## src/rtl/dm_wait_bridge.sv

```systemverilog
// Bridges the core's single-cycle data-memory strobes onto a variable-latency req/ack memory port.
// The optional BUSY timeout is compiled in when DM_TIMEOUT_EN is defined.
module dm_wait_bridge #(
  parameter int ADDR_WIDTH = 12,
  parameter int DATA_WIDTH = 32,
  parameter int TIMEOUT    = 255
) (
  input  logic                  clock,
  input  logic                  reset,
  input  logic                  dm_enable,
  input  logic                  dm_read,
  input  logic                  dm_write,
  input  logic [ADDR_WIDTH-1:0] dm_address,
  input  logic [DATA_WIDTH-1:0] dm_in,
  output logic [DATA_WIDTH-1:0] dm_out,
  output logic                  stall,
  output logic                  mem_req,
  output logic                  mem_we,
  output logic [ADDR_WIDTH-1:0] mem_addr,
  output logic [DATA_WIDTH-1:0] mem_wdata,
  input  logic [DATA_WIDTH-1:0] mem_rdata,
  input  logic                  mem_ack,
  output logic                  bus_error
);

  localparam logic [1:0] IDLE = 2'd0;
  localparam logic [1:0] BUSY = 2'd1;
  localparam logic [1:0] DONE = 2'd2;

  // Timeouts beyond the 8-bit counter range clamp to its saturation value.
  localparam logic [7:0] TIMEOUT_CNT = (TIMEOUT > 255) ? 8'hFF : 8'(TIMEOUT);
`ifdef DM_TIMEOUT_EN
  localparam logic ABORT_EN = 1'b1;
`else
  localparam logic ABORT_EN = 1'b0;
`endif

  logic [1:0]            state_reg, state_next;
  logic                  mem_req_reg, mem_req_next;
  logic                  mem_we_reg, mem_we_next;
  logic [ADDR_WIDTH-1:0] mem_addr_reg, mem_addr_next;
  logic [DATA_WIDTH-1:0] mem_wdata_reg, mem_wdata_next;
  logic [DATA_WIDTH-1:0] dm_out_reg, dm_out_next;
  logic                  bus_error_reg, bus_error_next;
  logic [7:0]            wait_cnt_reg, wait_cnt_next;
  logic [7:0]            wait_inc;
  logic                  acc;
  logic                  abort;

  assign acc      = dm_enable & (dm_read | dm_write);
  assign wait_inc = (wait_cnt_reg == 8'hFF) ? 8'hFF : wait_cnt_reg + 8'd1;
  assign abort    = ABORT_EN & (wait_inc >= TIMEOUT_CNT);

  always_comb begin
    state_next     = state_reg;
    mem_req_next   = mem_req_reg;
    mem_we_next    = mem_we_reg;
    mem_addr_next  = mem_addr_reg;
    mem_wdata_next = mem_wdata_reg;
    dm_out_next    = dm_out_reg;
    bus_error_next = bus_error_reg;
    wait_cnt_next  = wait_cnt_reg;
    case (state_reg)
      IDLE: begin
        if (acc) begin
          mem_req_next   = 1'b1;
          mem_we_next    = dm_write;
          mem_addr_next  = dm_address;
          mem_wdata_next = dm_in;
          wait_cnt_next  = 8'd0;
          state_next     = BUSY;
        end
      end
      BUSY: begin
        wait_cnt_next = wait_inc;
        // A completion on the timeout edge takes priority over the abort.
        if (mem_ack) begin
          mem_req_next = 1'b0;
          if (!mem_we_reg) dm_out_next = mem_rdata;
          state_next = DONE;
        end else if (abort) begin
          mem_req_next   = 1'b0;
          bus_error_next = 1'b1;
          if (!mem_we_reg) dm_out_next = DATA_WIDTH'(32'hDEADBEEF);
          state_next = DONE;
        end
      end
      DONE: state_next = IDLE;
      default: state_next = IDLE;
    endcase
  end

  always_ff @(posedge clock) begin
    if (reset) begin
      state_reg     <= IDLE;
      mem_req_reg   <= 1'b0;
      mem_we_reg    <= 1'b0;
      mem_addr_reg  <= '0;
      mem_wdata_reg <= '0;
      dm_out_reg    <= '0;
      bus_error_reg <= 1'b0;
      wait_cnt_reg  <= 8'd0;
    end else begin
      state_reg     <= state_next;
      mem_req_reg   <= mem_req_next;
      mem_we_reg    <= mem_we_next;
      mem_addr_reg  <= mem_addr_next;
      mem_wdata_reg <= mem_wdata_next;
      dm_out_reg    <= dm_out_next;
      bus_error_reg <= bus_error_next;
      wait_cnt_reg  <= wait_cnt_next;
    end
  end

  // The core's request is held off combinationally in the detect cycle and throughout BUSY.
  assign stall     = ((state_reg == IDLE) & acc) | (state_reg == BUSY);
  assign mem_req   = mem_req_reg;
  assign mem_we    = mem_we_reg;
  assign mem_addr  = mem_addr_reg;
  assign mem_wdata = mem_wdata_reg;
  assign dm_out    = dm_out_reg;
  assign bus_error = bus_error_reg;

endmodule

```

## config.mk

```make
export PLATFORM = sky130hd
export DESIGN_NAME = dm_wait_bridge
export DESIGN_NICKNAME = d
export VERILOG_FILES = /design/src/rtl/dm_wait_bridge.sv
export SDC_FILE = /design/constraint.sdc
export NUM_CORES = 1
export LEC_CHECK = 0
export ABC_CLOCK_PERIOD_IN_PS = 1500
export CAP_MARGIN = 20
export CORE_ASPECT_RATIO = 1.25
export CORE_MARGIN = 2
export CORE_UTILIZATION = 30
export CTS_BUF_LIST = sky130_fd_sc_hd__clkbuf_16
export CTS_CLUSTER_SIZE = 14
export DETAILED_ROUTE_END_ITERATION = 8
export PLACE_DENSITY_LB_ADDON = 0.08
export SYNTH_ARGS = -nofsm -noshare
export SYNTH_HDL_FRONTEND = slang
export SYNTH_SLANG_ARGS = --single-unit
```

## constraint.sdc

```tcl
create_clock -name clock -period 1.5 [get_ports clock]
set_clock_uncertainty 0.05 [all_clocks]
set_input_delay 0.3 -clock clock [delete_from_list [all_inputs] [get_ports clock]]
set_output_delay 0.3 -clock clock [all_outputs]
set_load 0.1 [all_outputs]
```

==> impl_metrics.toml, run 1 <==
[clocking]
clk_latency_ns = 0.33
clk_path_buf_depth = 2
cts-root-buf = "clkbuf_16"
htree_levels = 3
cts_num_sinks = 80
cts_buffers = 9
clk_pin_slew_ns = 0.06
cts_tree = "done"

[final_layout]
final_area_mm2 = 0.00617
postLayoutCoreUtil_pct = 56.2
multi_input_area_mm2 = 0.00155
fin_cells = 649
fin_nets = 593
seq_area_mm2 = 0.00161
diodes = 0
n_fill_cell = 976
drive_gt1_share_pct = 23.3
area_growth_syn_to_layout_pct = 84.9

[grt]
grt_pass1_wl_um = 13700
grt_max_degree = 69
grt_pass1_vias = 2818
met3_usage_pct = 5.39
gr-usage-met2_pct = 23.3
grt_overflow = 0
grtUsageMet1_pct = 16.7
antenna_found_initial = 1
grt_util_all_layers_pct = 14.2
top_usage_layer = "met2"

[yosys]
yosys.area.top_type = "dfxtp_1"
synth.avg_cell_area_um2 = 9.48
netlist_instances = 352
ys_top_cells_by_area = "dfxtp_1 48%, nand2b_1 17%, mux2i_1 14%"
yosysTopAreaCellShare_pct = 48.0
yosys-top-cells-count = "90 x nand2b_1, 80 x dfxtp_1, 65 x nand2_1"
ys.warnings.count = 0
synth.net_count = 434
synth-main-ff-cell = "dfxtp_1"
synth_edf_count = 0
synth_area_mm2 = 0.00334
ys_types = 22
yosysMostFrequentCell = "nand2b_1"
synth_async_sr_flop_share_pct = 0
ys_ff_latch = 80
synth-seq-area-share_pct = 48.0

[sta]
setup_viol_count_final = 1
fin_ws_ns = -0.0634
fmaxAchievable_ghz = 0.640
min_period_over_period_pct = 104
holdWs_ns = 0.384
finalCriticalPeriod_ns = 1.56
grt_setup_unrepaired = "true"
setup_tns_ns = -0.0634
slew_violations = 0
finalHoldViolations = 0

[place]
place_ws_ns = -0.212
dp.cells = 632
dp_hpwl_um = 5980
gp_congestion = 0.693
placed_area_mm2 = 0.00586
portBuffers = 160

[pwr]
p_leak_nw = 2.34
pwr_density_cell_mw_per_mm2 = 1040
power_mw = 6.39
vdd_ir_drop_max_uv = 550

[setup_path]
end_kind = "output port"
arrival_ns = 1.21
crit_fanout = 3
cp.required_ns = 1.15
worstSetupPathType = "reg -> out"
startpoint_type = "flop"

[floorplanning]
core_area_mm2 = 0.0110
io_pins = 162
dieArea_mm2 = 0.0120
start_util_pct = 30.4
die_h_um = 122
die_w_um = 98.3
rows = 43

[route]
ant_nets = 0
viasPerCell = 4.37
dr_total_vias = 2838
drtIter0Drc = 82
wl_per_cell_um = 13.0
drcViolationCount = 0
drtPass1Iterations = 4
wl_um = 8420

[run_status]
violations = "negative setup slack"
status = "finished with violations"

[flow_run]
drv_cap = 0

[min_path]
min_path_type = "in -> reg"
## worst paths after layout
kind                        startpoint                        end  slack, ns  cells after the start
max          state_reg[1]$_SDFFE_PP0P_                      stall      -0.06                      4
min                              reset     dm_out[1]$_SDFFE_PP0P_       0.38                      3
max reg2reg  state_reg[0]$_SDFFE_PP0P_  mem_wdata[8]$_SDFFE_PP0P_       0.14                      6
min reg2reg    dm_out[10]$_SDFFE_PP0P_    dm_out[10]$_SDFFE_PP0P_       0.44                      2
## logic make-up (layout without fill, tap and decap cells)
group / after synthesis / in the layout / share of synthesized area, %
AOI/OAI and AO/OA: 37 / 37 / 6.56
buffers and inverters: 28 / 190 / 6.23
DFF: 80 / 80 / 48.0
muxes: 45 / 45 / 13.5
other: 1 / 1 / 0.112
and+or+nand+nor: 161 / 161 / 25.6
## worst max-delay path, stage by stage, from the launching register on
cell	delay [ns]
dfxtp_4	0.37
nor2_4	0.04
o211a_4	0.13
a21o_4	0.19
buf_12	0.16
## cell usage in the layout (no fill, tap or decap)
master and n:
a21oi_2 6, mux2i_1 45, dfxtp_4 3, dfxtp_1 77, clkinvlp_4 1, clkinv_2 1
nand4bb_1 1, bufinv_16 1, nor2_4 1, buf_12 84, clkdlybuf4s50_1 77, clkbuf_16 9
and4bb_2 1, o211a_4 1, inv_1 1, conb_1 1, buf_2 1, nor2_1 1
nand3b_1 2, dlygate4sd2_1 3, nand2b_1 90, nand2_1 65, clkinv_1 2, a21oi_1 28
a21o_4 1, o211ai_1 1, buf_4 10
## metal layers
layer | up-vias | share of wire [%]
li1 | 1444 | -
met1 | 1286 | 41
met2 | 93 | 50
met3 | 13 | 7.9
met4 | 2 | 1.6
met5 | - | 0.19
## power breakdown
part	total [mW]	internal [mW]	leakage [nW]	switching, mW
Sequential	2.36	2.24	0.655	0.122
Combinational	1.95	0.816	1.55	1.13
Clock	2.08	1.25	0.132	0.825
Total	6.39	4.31	2.34	2.08
## final cells by class
class	count	share of cell area, %
clock buffer	9	3.65
inverter	1	0.0609
sequential	80	26.2
tap	135	2.74
timing repair buffer	175	41.5
clock inverter	5	0.812
multi-input combinational	244	25.1
## timing repair
action,4_1_cts,5_1_grt
hold buffers,0,0
hold endpoints to repair,0,0
cloned,0,0
setup endpoints to repair,1,1
resized for setup,6,0
buffers inserted,3,0
pin swaps,2,0
(Power assumes the default switching activity.)
==> run 2: changes to the inputs <==
- SLEW_MARGIN: default -> 20
==> results of run 2 <==
Same layout as run 1: the final DEF is identical, and so are final timing and power.
